--- config.mk ---
export PLATFORM = sky130hd
export DESIGN_NAME = uart_rx_cfg
export DESIGN_NICKNAME = d
export VERILOG_FILES = /design/src/rtl/uart_pkg.sv /design/src/rtl/uart_rx_sampler.sv /design/src/rtl/uart_rx_cfg.sv
export SDC_FILE = /design/constraint.sdc
export NUM_CORES = 1
export LEC_CHECK = 0
export CORE_ASPECT_RATIO = 0.8
export CORE_MARGIN = 3
export CORE_UTILIZATION = 45
export CTS_BUF_LIST = sky130_fd_sc_hd__clkbuf_2 sky130_fd_sc_hd__clkbuf_4 sky130_fd_sc_hd__clkbuf_8
export DETAILED_ROUTE_END_ITERATION = 12
export SETUP_SLACK_MARGIN = 0.4
export SYNTH_ARGS = -nofsm -noshare
export SYNTH_HDL_FRONTEND = slang
export SYNTH_SLANG_ARGS = --single-unit
--- constraint.sdc ---
create_clock -name clk -period 2.9 [get_ports clk]
set_input_delay 0.435 -clock clk [delete_from_list [all_inputs] [get_ports clk]]
set_output_delay 0.435 -clock clk [all_outputs]
set_load 0.01 [all_outputs]
--- src/rtl/uart_pkg.sv ---
// Shared types and elaboration helpers for the configurable UART receiver.
package uart_pkg;

  typedef enum logic [1:0] {
    PAR_NONE = 2'd0,
    PAR_EVEN = 2'd1,
    PAR_ODD  = 2'd2
  } parity_e;

  typedef enum logic [2:0] {
    IDLE     = 3'd0,
    START    = 3'd1,
    DATA     = 3'd2,
    PARITY   = 3'd3,
    STOP     = 3'd4,
    BRK_WAIT = 3'd5
  } rx_state_e;

  function automatic int frame_bits(input int data_len, input int parity_mode, input int stop_bits);
    return 1 + data_len + ((parity_mode != int'(PAR_NONE)) ? 1 : 0) + stop_bits;
  endfunction

  function automatic bit params_legal(input int data_len, input int clks_per_bit,
                                      input int parity_mode, input int stop_bits);
    return (data_len >= 5) && (data_len <= 9) && (clks_per_bit >= 8) &&
           (parity_mode >= 0) && (parity_mode <= 2) &&
           ((stop_bits == 1) || (stop_bits == 2)) &&
           (frame_bits(data_len, parity_mode, stop_bits) <= 13);
  endfunction

endpackage

--- src/rtl/uart_rx_sampler.sv ---
// RX pin synchronizer and 3-sample majority voter around the bit centre.
module uart_rx_sampler #(
  parameter int BT_W = 4
) (
  input  logic            clk,
  input  logic            reset,
  input  logic            rx_data,
  input  logic [BT_W-1:0] bt,
  input  logic [BT_W-1:0] m,
  output logic            rx_s,
  output logic            vote,
  output logic            vote_valid
);

  logic [1:0] sync_q;
  logic [1:0] samp_q;

  always_ff @(posedge clk) begin
    if (reset) begin
      sync_q <= 2'b11;
      samp_q <= 2'b11;
    end else begin
      sync_q <= {sync_q[0], rx_data};
      if (bt == m - BT_W'(1)) samp_q[0] <= sync_q[1];
      if (bt == m)            samp_q[1] <= sync_q[1];
    end
  end

  assign rx_s = sync_q[1];

  // Third sample is the live rx_s, so the vote is ready to register at bt = m+1.
  assign vote       = (samp_q[0] & samp_q[1]) | (samp_q[0] & rx_s) | (samp_q[1] & rx_s);
  assign vote_valid = (bt == m + BT_W'(1));

endmodule

--- src/rtl/uart_rx_cfg.sv ---
// Configurable UART receiver: frame FSM, shift register and result registers.
//   IDLE     | line idle, waiting for rx_s low
//   START    | start bit; a high vote rejects it as a glitch
//   DATA     | DATA_LEN data bits, LSB first
//   PARITY   | optional parity bit
//   STOP     | stop bit(s); final vote completes the frame
//   BRK_WAIT | break seen, waiting for the line to return high
module uart_rx_cfg
  import uart_pkg::*;
#(
  parameter int DATA_LEN     = 8,
  parameter int CLKS_PER_BIT = 2604,
  parameter int PARITY_MODE  = 0,
  parameter int STOP_BITS    = 1
) (
  input  logic                clk,
  input  logic                reset,
  input  logic                rx_data,
  output logic                receive_signal,
  output logic [DATA_LEN-1:0] data,
  output logic                parity_err,
  output logic                frame_err,
  output logic                break_det,
  output logic                busy
);

  if (!params_legal(DATA_LEN, CLKS_PER_BIT, PARITY_MODE, STOP_BITS)) begin : g_bad_params
    $error("uart_rx_cfg: illegal parameter set");
  end

  localparam int              BT_W       = $clog2(CLKS_PER_BIT);
  localparam int              IDX_W      = $clog2(DATA_LEN + 1);
  localparam logic [BT_W-1:0] M          = BT_W'(CLKS_PER_BIT / 2);
  localparam logic [BT_W-1:0] BT_LAST    = BT_W'(CLKS_PER_BIT - 1);
  localparam logic [IDX_W-1:0] IDX_LAST  = IDX_W'(DATA_LEN - 1);
  localparam bit              PAR_EN     = (PARITY_MODE != int'(PAR_NONE));
  localparam bit              PAR_ODD_EN = (PARITY_MODE == int'(PAR_ODD));

  rx_state_e           state_q, state_d;
  logic [BT_W-1:0]     bt_q, bt_d;
  logic [IDX_W-1:0]    idx_q, idx_d;
  logic                stop_idx_q, stop_idx_d;
  logic                stop_err_q, stop_err_d;
  logic [DATA_LEN-1:0] sh_q, sh_d;
  logic                par_q, par_d;
  logic [DATA_LEN-1:0] data_q, data_d;
  logic                perr_q, perr_d;
  logic                ferr_q, ferr_d;
  logic                brk_q, brk_d;
  logic                rcv_q, rcv_d;

  logic rx_s, vote, vote_valid;
  logic bt_end, stop_final, brk_now;

  uart_rx_sampler #(
    .BT_W(BT_W)
  ) u_sampler (
    .clk        (clk),
    .reset      (reset),
    .rx_data    (rx_data),
    .bt         (bt_q),
    .m          (M),
    .rx_s       (rx_s),
    .vote       (vote),
    .vote_valid (vote_valid)
  );

  assign bt_end     = (bt_q == BT_LAST);
  assign stop_final = (stop_idx_q == 1'(STOP_BITS - 1));
  assign brk_now    = (sh_q == '0) && (!PAR_EN || !par_q) && !vote;

  always_comb begin
    state_d    = state_q;
    bt_d       = bt_end ? '0 : bt_q + BT_W'(1);
    idx_d      = idx_q;
    stop_idx_d = stop_idx_q;
    stop_err_d = stop_err_q;
    sh_d       = sh_q;
    par_d      = par_q;
    data_d     = data_q;
    perr_d     = perr_q;
    ferr_d     = ferr_q;
    brk_d      = brk_q;
    rcv_d      = 1'b0;

    case (state_q)
      IDLE: begin
        bt_d = '0;
        if (!rx_s) begin
          state_d = START;
          bt_d    = BT_W'(1);
        end
      end
      START: begin
        if (vote_valid && vote) begin
          state_d = IDLE;
          bt_d    = '0;
        end else if (bt_end) begin
          state_d = DATA;
          idx_d   = '0;
        end
      end
      DATA: begin
        if (vote_valid) sh_d = {vote, sh_q[DATA_LEN-1:1]};
        if (bt_end) begin
          if (idx_q == IDX_LAST) begin
            idx_d      = '0;
            stop_idx_d = 1'b0;
            stop_err_d = 1'b0;
            state_d    = PAR_EN ? PARITY : STOP;
          end else begin
            idx_d = idx_q + IDX_W'(1);
          end
        end
      end
      PARITY: begin
        if (vote_valid) par_d = vote;
        if (bt_end) begin
          stop_idx_d = 1'b0;
          stop_err_d = 1'b0;
          state_d    = STOP;
        end
      end
      STOP: begin
        if (vote_valid && stop_final) begin
          // Final stop bit completes the frame without waiting out its period.
          rcv_d   = 1'b1;
          data_d  = sh_q;
          perr_d  = PAR_EN && ((^sh_q ^ par_q) != PAR_ODD_EN);
          ferr_d  = stop_err_q | ~vote;
          brk_d   = brk_now;
          bt_d    = '0;
          state_d = brk_now ? BRK_WAIT : IDLE;
        end else begin
          if (vote_valid) stop_err_d = stop_err_q | ~vote;
          if (bt_end)     stop_idx_d = 1'b1;
        end
      end
      BRK_WAIT: begin
        bt_d = '0;
        if (rx_s) state_d = IDLE;
      end
      default: begin
        state_d = IDLE;
        bt_d    = '0;
      end
    endcase
  end

  always_ff @(posedge clk) begin
    if (reset) begin
      state_q    <= IDLE;
      bt_q       <= '0;
      idx_q      <= '0;
      stop_idx_q <= 1'b0;
      stop_err_q <= 1'b0;
      sh_q       <= '0;
      par_q      <= 1'b0;
      data_q     <= '0;
      perr_q     <= 1'b0;
      ferr_q     <= 1'b0;
      brk_q      <= 1'b0;
      rcv_q      <= 1'b0;
    end else begin
      state_q    <= state_d;
      bt_q       <= bt_d;
      idx_q      <= idx_d;
      stop_idx_q <= stop_idx_d;
      stop_err_q <= stop_err_d;
      sh_q       <= sh_d;
      par_q      <= par_d;
      data_q     <= data_d;
      perr_q     <= perr_d;
      ferr_q     <= ferr_d;
      brk_q      <= brk_d;
      rcv_q      <= rcv_d;
    end
  end

  assign receive_signal = rcv_q;
  assign data           = data_q;
  assign parity_err     = perr_q;
  assign frame_err      = ferr_q;
  assign break_det      = brk_q;
  assign busy           = (state_q != IDLE);

endmodule
### Word-level counts from Yosys, hierarchy flattened

Cells that the tools add are included.

* output and inout bits: 13
* input port bits: 3
* register bits: 44
* logic and storage cells: 93

* bitwise gates (word level): 9
* eq/ne operators: 22
* mux-type cells: 30
* add/subtract/negate cells: 2
* reductions and logical operators: 17

Operators by type and width (number)
* $pmux 12 s4: 1
* $eq 12x11->1 const B: 3
* $mux 12: 3
* $mux 3: 9
* $ne 2x2->1 const B: 10
* $pmux 3 s6: 1
* $mux 4: 4
* $add 12x1->12 const B: 1
* $eq 12x12->1 const B: 1
* $reduce_and 6->1: 2
* $mux 1: 9
* $logic_not 8->1: 1
* $pmux 4 s2: 1
* $reduce_and 7->1: 1
* $eq 3x2->1 const B: 2
* $eq 3x3->1 const B: 2
* $pmux 1 s3: 2
* $reduce_bool 3->1: 2
* $add 4x1->4 const B: 1
* $eq 4x3->1 const B: 1
* $reduce_and 2->1: 2
* $reduce_and 4->1: 1
* $reduce_or 2->1: 2
* $and 1x1->1: 3
* other kinds (9): 15

### Depth between registers and ports, before layout

Gate-level depths: netlist of the first run.

* depth in word-level cells: 8
* depth in mapped cells: 8

### By module

From an unflattened synthesis of the first run, not the netlist that was laid out.

* cell total of the unflattened synthesis: 328
* area, all modules: 2661.3 um2

By module, submodules not included
* uart_rx_cfg: times used 1, area an instance 1876.8 um2, cells an instance 222
* uart_rx_sampler: times used 1, area an instance 784.5 um2, cells an instance 106

### Worst setup path before layout of the first run

OpenSTA, ideal clock, no wires.

* kind: register -> register
* start: register bt_q[0]
* end: register data_q[0], in the netlist data[0]
* cell stages (with the launch flop): 9
* data arrival time: 2.038 ns
* buffers on the path: 2
* data required time: 2.772 ns
* setup slack: 0.735 ns
* path through: dfxtp_1 > ha_1 > buf_4 > or3b_1 > or4_4 > nor3_4 > buf_6 > mux2i_1 > nor2_1

* longest elaborated chain between the ends: 3

Ends and longest elaborated chain
* from (decl): line uart_rx_cfg.sv:40 `logic [BT_W-1:0] bt_q, bt_d;`
* from (signal assigned): line uart_rx_cfg.sv:166 `bt_q <= bt_d;`
* $eq 12x11->1: line uart_rx_sampler.sv:33 `assign vote_valid = (bt == m + BT_W'(1));`
* $logic_and 1x1->1: line uart_rx_cfg.sv:125 `if (vote_valid && stop_final) begin`
* $reduce_and 2->1 (no source line)
* to (signal assigned): line uart_rx_cfg.sv:172 `data_q <= data_d;`
* to (decl): line uart_rx_cfg.sv:46 `logic [DATA_LEN-1:0] data_q, data_d;`

Every way passes these cells.
A chain may end at the register's enable or synchronous reset.

### Worst setup path in the final report of the first run

* start: register bt_q[1]
* end: register data_q[3], in the netlist data[3]

The elaborated chain is that of the path after synthesis.

==> results by group, run 1 <==
Timing
  • Max-slew violation count: 0
  • Crit path time final: 2.31 ns
  • Fin Hold WS: 0.419 ns
  • Worst Tran Pin Value: 0.695 ns
  • Worst Skew: 0.00397 ns
  • RSZ-0062 raised after global routing: no
  • Final setup fails: 0
  • Setup TNS: 0 ns
  • Max Fclk: 0.432 GHz
  • Hold Vio Cnt, Final: 0
  • Worst rel slew slack: 53.5%
  • Period utilization: 79.8%

Floorplanning
  • Row cnt: 21
  • Width of the die: 81.5 um
  • Core footprint: 0.00428 mm^2
  • Area of the die: 0.00541 mm^2
  • IO Pins: 16
  • Die height: 66.4 um
  • Effective utilization at floorplan: 47.9%

Clocking
  • CTS H-tree lvls: 2
  • CTS resizes: 0
  • Maximum clock path buffer count: 2
  • Clk Tree Root Cell: clkbuf_8
  • CTS tree: yes
  • Later-pin clock latency in the skew report: 0.29 ns
  • Post-CTS Setup Bufs: 0
  • CTS sink count: 44
  • # hold bufs at CTS: 0
  • Clk slew on worst S/H paths: 0.08 ns
  • TritonCTS buffer count: 5

Synth
  • Post-synthesis mux area share: 8.78%
  • Simple-gate share of the synthesized area: 24.8%
  • Synth top area share: 42.9%
  • Net Count, Synth: 232
  • Gate Count Post-Synth: 225
  • Synth Area in XOR/XNOR: 4.27%
  • Synth Warn #: 0
  • Number of enable flip-flop cells after synthesis: 0
  • Yosys cell types: 50
  • Area leader, netlist: dfxtp_1
  • Compound-gate portion of the synthesized area: 11.6%
  • Post-synthesis register bit count: 44
  • Mapped Area: 0.00205 mm^2
  • Top cells by area, synth: dfxtp_1 (43%), mux2i_1 (8.8%), nor2_1 (7.5%)
  • Async S/R FF share, synth: 0%
  • Synth Flop Type: dfxtp_1
  • Sequential area share after synthesis: 42.9%
  • Largest family of logic cells by synthesized area: simple AND/OR/NAND/NOR gates
  • Adder-cell share of the synthesized area: 2.93%
  • Mapped Avg Cell Area: 9.12 um^2

Detailed routing
  • 1st-iter DRT viols: 98
  • DRC: 0
  • Post-Route WL: 4300 um
  • Drt pass-1 iters: 4
  • Wire length per cell: 14.6 um
  • Routed Antenna Nets: 0
  • DR vias/cell: 5.62
  • Total number of vias: 1651

Placed design
  • Port buffer count: 14
  • RD Place Congestion: 0.856
  • Placed cells: 286
  • DP Wirelength: 3140 um

Pwr
  • Worst vdd ir: 0.297 mV
  • Leakage: 0.818 nW
  • Power per cell area: 581 mW/mm^2

Global routing
  • Number of global-route vias before repair: 1557
  • Grt ovf: 0
  • Global-route wire length before repair: 7380 um
  • Initial antenna violation count: 0
  • GRT Overall Usage: 17.9%
  • Largest net degree at the start of global routing: 19

Critical path
  • Worst EP arrival: 2.50 ns
  • CP Cell Sequence: ha_4 > or3b_1 > or4_4 > nor3_4 > buf_4 > mux2i_1 > nor2_1
  • CP max stage cell: or4_4
  • CP endpoint kind: flip-flop
  • Crit Path Class: reg2reg
  • Max stage delay on crit path: 0.47 ns
  • WP data required: 3.09 ns
  • Crit path max-delay family: simple AND/OR/NAND/NOR gates
  • Startpoint type of the worst setup path: flip-flop
  • Buffer and inverter count on the worst path: 1
  • CP max FO: 11

Finish
  • Share of cells above drive strength 1: 8.86%
  • Commonest non-fill, non-tap cell in the layout: dfxtp_1
  • Antenna Cells: 0
  • Fin nets: 243
  • Post-route insts no fill: 294
  • Commonest cells after routing, fill and taps aside: dfxtp_1 (44), nor2_1 (41), mux2i_1 (18)
  • Area delta synth->final: 13.6%

Status
  • Status: completed

Run
  • Max-cap viol count: 0

Min path
  • Hold WC Path Type: reg2reg
-- final timing paths --
path	from	to	slack, ns	depth (start not counted)
max	bt_q[1]$_SDFF_PP0_	data[3]$_SDFFE_PP0P_	0.59	7
min	u_sampler.sync_q[0]$_SDFF_PP1_	u_sampler.sync_q[1]$_SDFF_PP1_	0.42	1
max reg2reg	bt_q[1]$_SDFF_PP0_	data[3]$_SDFFE_PP0P_	0.59	7
min reg2reg	u_sampler.sync_q[0]$_SDFF_PP1_	u_sampler.sync_q[1]$_SDFF_PP1_	0.42	1
-- state kept, by name (all words and copies together) (netlist names), 2 cells and up --
register	cells
u_sampler.samp_q	2
data	8
idx_q	4
bt_q	12
u_sampler.sync_q	2
sh_q	8
state_q	3
-- per-layer routing --
layer  part of all wire [%]  up-vias  track usage, %
met2                     47       28            27.8
li1                       -      818               -
met4                   0.56        0            7.38
met1                     48      803            23.4
met3                    4.0        2            4.50
met5                      0        -               0
-- Yosys cell counts, types with 2 or more instances --
| master | instances |
|---|---|
| nand3_1 | 9 |
| nand2_1 | 9 |
| nor2_1 | 41 |
| dfxtp_1 | 44 |
| and3_1 | 2 |
| nor3_1 | 5 |
| clkbuf_1 | 9 |
| nand4_1 | 4 |
| xor2_1 | 4 |
| a21oi_1 | 5 |
| o211ai_1 | 2 |
| a21boi_0 | 2 |
| nor2b_1 | 3 |
| ha_1 | 4 |
| nand3b_1 | 2 |
| o21a_1 | 2 |
| buf_4 | 2 |
| a311o_1 | 3 |
| or4_1 | 3 |
| inv_1 | 7 |
| mux2i_1 | 18 |
| or2_2 | 3 |
| nor4_1 | 2 |
| xnor2_1 | 6 |
| a311oi_1 | 2 |
| a31oi_1 | 8 |
-- power by group --
part	total (mW)	internal [mW]	switching, mW
Clock	0.406	0.203	0.203
Sequential	0.672	0.626	0.0463
Combinational	0.275	0.121	0.154
-- stage by stage --
step / total power [mW] / util, % / cell area, um^2 / worst slack (ns)
CTS: 1.36 / 54.1 / 2320 / 0.435
finish: 1.35 / 54.4 / 2330 / 0.587
detailed placement: 0.955 / 51.9 / 2220 / 0.441
floorplan: 0.877 / - / 2050 / 0.735
global route: 1.43 / 54.4 / 2330 / 0.432
global placement: 0.948 / 51.9 / 2220 / 0.577
-- kinds of logic after synthesis --
family	Yosys count
other	1
multiplexers	18
XOR/XNOR	10
adder cells (fa/ha/maj)	5
AND/OR/NAND/NOR	94
AO/OA/AOI/OAI	33
flip-flops	44
buffers and inverters	20
-- area by class of cell --
type | instances | area [um^2]
clock buffers | 7 | 90.1
well taps | 57 | 71.3
multi-input cells | 161 | 1090
clock inverters | 1 | 7.51
repair buffers | 17 | 163
inverters | 7 | 26.3
fillers | 408 | 1950
flip-flops and latches | 44 | 881
No activity file was read; power rests on OpenSTA's default activity.
==> inputs of run 2 (changes only) <==
==> constraint.sdc (replaced) <==
create_clock -name clk -period 2.4 [get_ports clk]
set_input_delay 0.36 -clock clk [delete_from_list [all_inputs] [get_ports clk]]
set_output_delay 0.36 -clock clk [all_outputs]
set_load 0.01 [all_outputs]
==> run 2 against run 1 <==
Against the previous run: sequential share of layout area decreased by 1.9 points; count of clock-buffer cells in the layout decreased by 1; design area increased by 6.4%; die area unchanged; global-route usage increased by 0.24 points; worst hold slack got worse by 0.0039 ns; critical path depth decreased by 1; total power increased by 30%; final cell count increased by 4.1%; highest routed layer unchanged.
==> results by group, run 2 (same netlist as run 1, synthesis figures left out) <==
Detailed routing
  • Drt pass-1 iters: 4 (unchanged)
  • 1st-iter DRT viols: 99 (+1.0%)
  • Wire length per cell: 14.6 um (-0.12%)
  • DR vias/cell: 5.48 (-2.4%)
  • DRC: 0 (unchanged)
  • Routed Antenna Nets: 0 (unchanged)
  • Post-Route WL: 4470 um (+4.0%)
  • Total number of vias: 1677 (+1.6%)

Timing
  • Worst Tran Pin Value: 0.492 ns (-0.203 ns)
  • Crit path time final: 2.00 ns (-0.308 ns)
  • Setup TNS: 0 ns (unchanged)
  • Period utilization: 83.5% (+3.8 points)
  • RSZ-0062 raised after global routing: yes
  • Max Fclk: 0.499 GHz (+15%)
  • Worst Skew: 0.00425 ns (+0.000281 ns)
  • Slack of the critical path: 0.395 ns (-0.192 ns)
  • Max-slew violation count: 0 (unchanged)
  • Hold Vio Cnt, Final: 0 (unchanged)
  • Final setup fails: 0 (unchanged)
  • Worst rel slew slack: 66.9% (+13 points)

Clocking
  • Clk slew on worst S/H paths: 0.08 ns (about the same)
  • CTS sink count: 44 (unchanged)
  • CTS tree: yes
  • Maximum clock path buffer count: 2 (unchanged)
  • Later-pin clock latency in the skew report: 0.30 ns (about the same)
  • # hold bufs at CTS: 0 (unchanged)
  • CTS H-tree lvls: 2 (unchanged)
  • TritonCTS buffer count: 5 (unchanged)
  • Clk Tree Root Cell: clkbuf_8

Pwr
  • Worst vdd ir: 0.416 mV (+40%)
  • Switch share: 29.3% (-0.49 points)
  • Power per cell area: 712 mW/mm^2 (+23%)
  • Gate power share: 21.4% (+1.0 points)
  • Internal: 1.25 mW (+31%)
  • Clock power share: 32.4% (+2.4 points)
  • Reg power frac: 46.2% (-3.5 points)
  • NetSw: 0.518 mW (+28%)
  • Leakage: 0.890 nW (+8.7%)

Critical path
  • CP Cell Sequence: ha_4 > or3b_1 > or4_4 > o21ai_2 > o211ai_1 > a21bo_1
  • Crit Path Class: reg2reg
  • CP max FO: 4 (-7)
  • WP data required: 2.59 ns (-0.50 ns)
  • CP max stage cell: or4_4
  • Max stage delay on crit path: 0.46 ns (about the same)
  • Worst EP arrival: 2.19 ns (-0.31 ns)
  • Buffer and inverter count on the worst path: 0 (-1)
  • CP endpoint kind: flip-flop
  • Startpoint type of the worst setup path: flip-flop
  • Crit path max-delay family: simple AND/OR/NAND/NOR gates

Finish
  • Commonest cells after routing, fill and taps aside: nor2_1 (41), dfxtp_1 (37), mux2i_1 (18)
  • Area delta synth->final: 20.9%
  • Share of cells above drive strength 1: 17.3% (+8.4 points)
  • Fin nets: 255 (+4.9%)
  • Antenna Cells: 0 (unchanged)
  • Largest register by flop count: bt_q
  • Max FFs per register: 12 (unchanged)
  • Commonest non-fill, non-tap cell in the layout: nor2_1
  • Layout fillers: 367 (-10%)

Floorplanning
  • IO Pins: 16 (unchanged)
  • Width of the die: 81.5 um (unchanged)
  • Row cnt: 21 (unchanged)
  • Effective utilization at floorplan: 47.9% (unchanged)
  • Core footprint: 0.00428 mm^2 (unchanged)
  • Area of the die: 0.00541 mm^2 (unchanged)
  • Die height: 66.4 um (unchanged)

Global routing
  • Largest net degree at the start of global routing: 21 (+2)
  • Initial antenna violation count: 0 (unchanged)
  • GRT Overall Usage: 18.1% (+0.24 points)
  • Grt ovf: 0 (unchanged)
  • Global-route wire length before repair: 7510 um (+1.9%)
  • Number of global-route vias before repair: 1581 (+1.5%)

Run
  • Max-cap viol count: 0 (unchanged)

Placed design
  • RD Place Congestion: 0.859 (+0.40%)
  • DP Wirelength: 3090 um (-1.8%)
  • Setup slack at placement: 0.318 ns (-0.123 ns)
  • Port buffer count: 14 (unchanged)

Status
  • Status: completed

Min path
  • Hold WC Path Type: reg2reg
## run 2: cell count changes in the layout (fill, tap and decap cells not counted), sizes merged
| cell | delta |
|---|---|
| buf | +12 |
| bufinv | +1 |
| clkbuf | -1 |
| clkinv | +1 |
| clkinvlp | -1 |
## run 2: metal layers
metal  vias up  part of all wire (%)  global-route usage [%]  wire, um
met5         -                     0                       0         0
met4         0                   1.1                    6.96        51
met3         6                   3.2                    4.09       144
met2        26                    43                    26.8      1930
met1       805                    52                    25.3      2350
li1        840                     -                       -         -
## run 2: worst reg2reg max path, stage by stage (launching register included)
cell,delay (ns)
dfxtp_2,0.36
ha_4,0.13
or3b_1,0.34
or4_4,0.46
o21ai_2,0.26
o211ai_1,0.13
a21bo_1,0.21
## run 2: final timing paths
check	depth (start not counted)	slack, ns	endpoint	startpoint
max	6	0.40	state_q[0]$_SDFFE_PP0P_	bt_q[0]$_SDFF_PP0_
min	1	0.41	u_sampler.sync_q[1]$_SDFF_PP1_	u_sampler.sync_q[0]$_SDFF_PP1_
min reg2reg	1	0.41	u_sampler.sync_q[1]$_SDFF_PP1_	u_sampler.sync_q[0]$_SDFF_PP1_
max reg2reg	6	0.40	state_q[0]$_SDFFE_PP0P_	bt_q[0]$_SDFF_PP0_
## run 2: cell type report
type | count | area [um^2] | area share [%]
sequential | 44 | 890 | 35.9
clock inverter | 2 | 35.0 | 1.41
timing repair buffer | 29 | 254 | 10.2
clock buffer | 6 | 76.3 | 3.08
multi-input combinational | 161 | 1130 | 45.5
tap | 57 | 71.3 | 2.88
inverter | 7 | 26.3 | 1.06
## run 2: power groups by stage
stage | registers, mW | clock network [mW] | logic (mW)
floorplan | 0.798 | 0 | 0.264
global placement | 0.823 | 0 | 0.329
detailed placement | 0.825 | 0 | 0.335
CTS | 0.802 | 0.585 | 0.356
global route | 0.822 | 0.613 | 0.415
finish | 0.816 | 0.572 | 0.378
## run 2: per-stage QoR
step	cells	hold WS, ns	total power [mW]	utilization, %	area (um^2)
after global routing	306	0.429	1.85	57.9	2480
after CTS	302	0.417	1.74	56.0	2400
after detailed placement	289	0.397	1.16	52.4	2250
final	306	0.415	1.77	57.9	2480
after floorplan	225	0.389	1.06	-	2060
after global placement	289	0.392	1.15	52.4	2250
## run 2: timing repair
action                                  4_1_cts  5_1_grt
pin swaps                                     1        1
endpoints found under the hold margin         0        0
resized for setup                             3       12
setup buffers                                 4        3
endpoints found under the setup margin       34       28
cloned                                        1        1
==> patch 1 (config.mk and constraints of run 1) <==
The output `receive_signal` loses its register stage (`rcv_q` becomes a continuous assignment).
--- a/src/rtl/uart_rx_cfg.sv
+++ b/src/rtl/uart_rx_cfg.sv
@@ -160,7 +160,6 @@
       perr_q     <= 1'b0;
       ferr_q     <= 1'b0;
       brk_q      <= 1'b0;
-      rcv_q      <= 1'b0;
     end else begin
       state_q    <= state_d;
       bt_q       <= bt_d;
@@ -173,9 +172,10 @@
       perr_q     <= perr_d;
       ferr_q     <= ferr_d;
       brk_q      <= brk_d;
-      rcv_q      <= rcv_d;
     end
   end
+
+  assign rcv_q = rcv_d;
 
   assign receive_signal = rcv_q;
   assign data           = data_q;
Formal check against the unedited RTL: same outputs for any inputs over 10 cycles, from zero or initial values and one cycle with reset high; that may be too few to reach the edited logic, so the function may still have changed.
==> patch 1 against run 1 <==
Sequential power decreased by 5.1%; routed wire length shrank 5.5%; worst setup slack better by 220 ps; global-route usage decreased by 1.0 points; maximum frequency increased by 10%; combinational power fell by 18%; area after synthesis decreased by 1.3%; core utilization is 1.2 points higher; power shrank 1.3%; sequential cell count shrank 1; cell area increased by 1.5%; die area is 1.2% lower; synthesized cell count increased by 8.0%.
==> patch 1: results (changes against run 1) <==
Drt:
- The length of routed met3 wiring is 234 µm (+35%).
- The post-route met1 wirelength is 2250 µm (+8.4%).
- The met2 layer wire length in the routed design is 1510 µm (-25%).
- The via density per instance came to 5.22 (-7.0%).
- The starting DRC count in detailed routing came to 124 (+27%).
- The average routed wire per standard cell is 12.8 µm (-13%).

Setup path:
- The critical path arrival is 2290 ps (-210 ps).
- The cell with the largest stage delay on the worst path is a21boi_0.
- The worst-path maximum fanout is 5 (-6).
- The delay of the slowest cell on the worst path was 610 ps (+140 ps).

Synthesis:
- The share of Yosys cell area claimed by the top area cell type is 42.5% (-0.41 points).
- The number of distinct standard cells referenced by the synthesized netlist is 49 (-2.0%).
- Ranked by instance count, the synthesized netlist is headed by dfxtp_1, nand2_1, nor2_1.
- The sequential element share of the synthesized area was 42.5% (-0.41 points).
- The net count of the mapped netlist was 250 (+7.8%).
- In the post-synthesis netlist, the biggest area contributors are dfxtp_1, nand2_1, nor2_1.

Global routing:
- The fraction of met2 tracks used by global routing is 21.6% (-6.2 points).
- The global-route wire length before repair is 6940 µm (-5.9%).
- The maximum number of pins on one net before global-route repair is 34 (+15).
- The met3 layer usage reported by global route is 3.68% (-0.82 points).
- The number of global-route vias before repair came to 1,478 (-5.1%).
- The aggregate global-route resource usage is 16.8% (-1.0 points).
- The met1 track demand over resource in global routing is 26.2% (+2.8 points).

Run status:
- The flow ran to the end, and the final reports show no timing, DRC or antenna violations.

Layout:
- The final net count came to 267 (+9.9%).
- The share of post-route cells with drive strength above 1 is 11.1% (+2.3 points).

Placed design:
- The count of buffers inserted at the top-level ports is 14 (unchanged).
- The final estimated routing congestion in global placement is 0.829 (-3.1%).
- The half-perimeter wire length after detailed placement was 2900 µm (-7.7%).

STA:
- The transition time at the pin with the least slew margin is 738 ps (+42.5 ps).
- The final clock skew is 9.21 ps (+5.24 ps).

Power:
- The worst vdd rail ir drop came to 0.276 mV (-6.9%).
- The cell leakage power came to 0.841 nW (+2.7%).

Clock tree:
- The post-cts gate resize count is 4 (+4).
-- patch 1: area by class of cell --
| type | instances | area, µm² |
|---|---|---|
| timing repair buffer | 20 | 188 |
| multi-input combinational | 180 | 1090 |
| inverter | 10 | 37.5 |
| clock inverter | 3 | 46.3 |
| sequential | 43 | 862 |
| tap | 57 | 71.3 |
| fill | 398 | 1890 |
| clock buffer | 5 | 68.8 |
-- patch 1: worst paths after layout --
check | end | startpoint | cells past startpoint | slack [ps]
setup reg to reg | state_q[2] | idx_q[0] | 7 | 800
hold / removal | u_sampler.sync_q[1] | u_sampler.sync_q[0] | 1 | 430
setup / recovery | state_q[2] | idx_q[0] | 7 | 800
hold reg to reg | u_sampler.sync_q[1] | u_sampler.sync_q[0] | 1 | 430
-- patch 1: stage by stage --
step	area (µm²)	worst slack [ps]	hold WS (ps)	total power, mW	cells
after floorplan	2020	992	389	0.809	243
after global placement	2230	605	391	0.875	310
after detailed placement	2230	608	402	0.872	310
after CTS	2360	415	425	1.35	318
after global routing	2370	624	461	1.40	318
final	2370	805	426	1.34	318
-- patch 1: kinds of logic (layout without fill, tap and decap cells) --
kind of cell | Yosys count | after routing | share of synthesized area [%]
AO/OA/AOI/OAI | 41 | 41 | 13.4
adder cells (fa/ha/maj) | 5 | 5 | 2.97
other | 1 | 1 | 0.185
XOR/XNOR | 10 | 10 | 4.33
buffers and inverters | 20 | 38 | 4.39
multiplexers | 10 | 10 | 4.94
AND/OR/NAND/NOR | 113 | 113 | 27.3
flip-flops | 43 | 43 | 42.5
-- patch 1: report_power, final --
part	total, mW	internal, mW	switching [mW]
Sequential	0.638	0.605	0.0327
Clock	0.472	0.259	0.213
Combinational	0.226	0.0897	0.136
Total	1.34	0.954	0.381
==> patch 2 (flow settings as in run 1) <==
Without the edit above. Change the parameter `PARITY_MODE` from 0 to 1.
--- a/src/rtl/uart_rx_cfg.sv
+++ b/src/rtl/uart_rx_cfg.sv
@@ -10,7 +10,7 @@
 #(
   parameter int DATA_LEN     = 8,
   parameter int CLKS_PER_BIT = 2604,
-  parameter int PARITY_MODE  = 0,
+  parameter int PARITY_MODE  = 1,
   parameter int STOP_BITS    = 1
 ) (
   input  logic                clk,
Function: no difference found for any inputs over 10 cycles, from zero or initial values and one cycle with reset high; that may be too few to reach the edited logic, so the function may still have changed.
==> patch 2 against run 1 <==
Power fell by 4.3%; routed wire length rose by 1.3%; cell area is 6.3% higher; sequential share of layout area down 0.62 points; count of clock-buffer cells in the layout down 2; worst setup slack improved by 170 ps; sequential cell count grew 2; area after synthesis increased by 5.9%.
==> patch 2: results (changes against run 1) <==
Run status:
- The run finished with clean final reports.

Global routing:
- The maximum number of pins on one net before global-route repair came to 17 (-2).
- The aggregate global-route resource usage is 16.2% (-1.7 points).

Placed design:
- The final estimated routing congestion in global placement came to 0.802 (-6.3%).

Layout:
- The share of post-route cells with drive strength above 1 came to 10.8% (+1.9 points).
- The register fraction of the total cell area is 37.2% (-0.62 points).
- The total of clock buffers placed in the layout came to 5 (-2).
- The inverter count of the layout excluding clock inverters is 11 (+4).
- The count of filler cells inserted in the layout is 407 (-0.25%).
- The share of final layout cell area taken by non-clock buffers is 8.18% (+1.2 points).

Setup path:
- The worst register-to-register path ends at state_q[1].
- For this design, the slowest cell found on the critical path is or4b_4.
- The critical path arrival was 2370 ps (-130 ps).

Synthesis:
- The sequential element share of the synthesized area is 42.4% (-0.53 points).
- The adder-cell share of the synthesized area was 5.07% (+2.1 points).
- The mux share of post-synthesis cell area was 0.922% (-7.9 points).
- The commonest cells after synthesis are dfxtp_1, nor2_1, a21oi_1.

Power:
- The worst vdd rail ir drop is 0.340 mV (+15%).

Drt:
- The post-route met1 wirelength is 2440 µm (+18%).
- The met2 layer wire length in the routed design was 1580 µm (-22%).
- The starting DRC count in detailed routing is 138 (+41%).
- The length of routed met3 wiring is 285 µm (+65%).
- The via density per instance was 5.32 (-5.3%).

STA:
- The final clock skew is 6.57 ps (+2.60 ps).
- The transition time at the pin with the least slew margin was 932 ps (+237 ps).
patch 2: per-stage QoR:
step	cell area (µm²)	utilization (%)	hold slack [ps]	power (mW)	std cells
6_report	2480	56.1	421	1.30	317
5_1_grt	2480	56.1	440	1.35	317
4_1_cts	2480	56.1	423	1.31	317
3_5_place_dp	2380	54.0	400	0.899	309
3_3_place_gp	2380	54.0	395	0.900	309
2_1_floorplan	2170	-	389	0.841	243
patch 2: kinds of logic (layout without fill, tap and decap cells):
family | Yosys count | count (layout)
AND/OR/NAND/NOR | 101 | 101
AO/OA/AOI/OAI | 47 | 47
flip-flops | 46 | 46
buffers and inverters | 24 | 41
XOR/XNOR | 14 | 14
adder cells (fa/ha/maj) | 9 | 9
multiplexers | 2 | 2
patch 2: power groups by stage:
| stage | clock, mW | sequential [mW] | combinational (mW) |
|---|---|---|---|
| after CTS | 0.419 | 0.677 | 0.211 |
| after global placement | 0 | 0.692 | 0.207 |
| after detailed placement | 0 | 0.692 | 0.207 |
| after floorplan | 0 | 0.673 | 0.168 |
| after global routing | 0.443 | 0.681 | 0.231 |
| final | 0.409 | 0.677 | 0.210 |
patch 2: worst min-delay path by stage:
| stage | startpoint | slack, ps | depth (start not counted) | endpoint |
|---|---|---|---|---|
| 3_5_place_dp | u_sampler.sync_q[0] | 400 | 1 | u_sampler.sync_q[1] |
| 3_3_place_gp | u_sampler.sync_q[0] | 400 | 1 | u_sampler.sync_q[1] |
| 2_1_floorplan | u_sampler.sync_q[0] | 390 | 1 | u_sampler.sync_q[1] |
| 6_report | u_sampler.sync_q[0] | 420 | 1 | u_sampler.sync_q[1] |
| 4_1_cts | u_sampler.sync_q[0] | 420 | 1 | u_sampler.sync_q[1] |
| 5_1_grt | u_sampler.sync_q[0] | 440 | 1 | u_sampler.sync_q[1] |
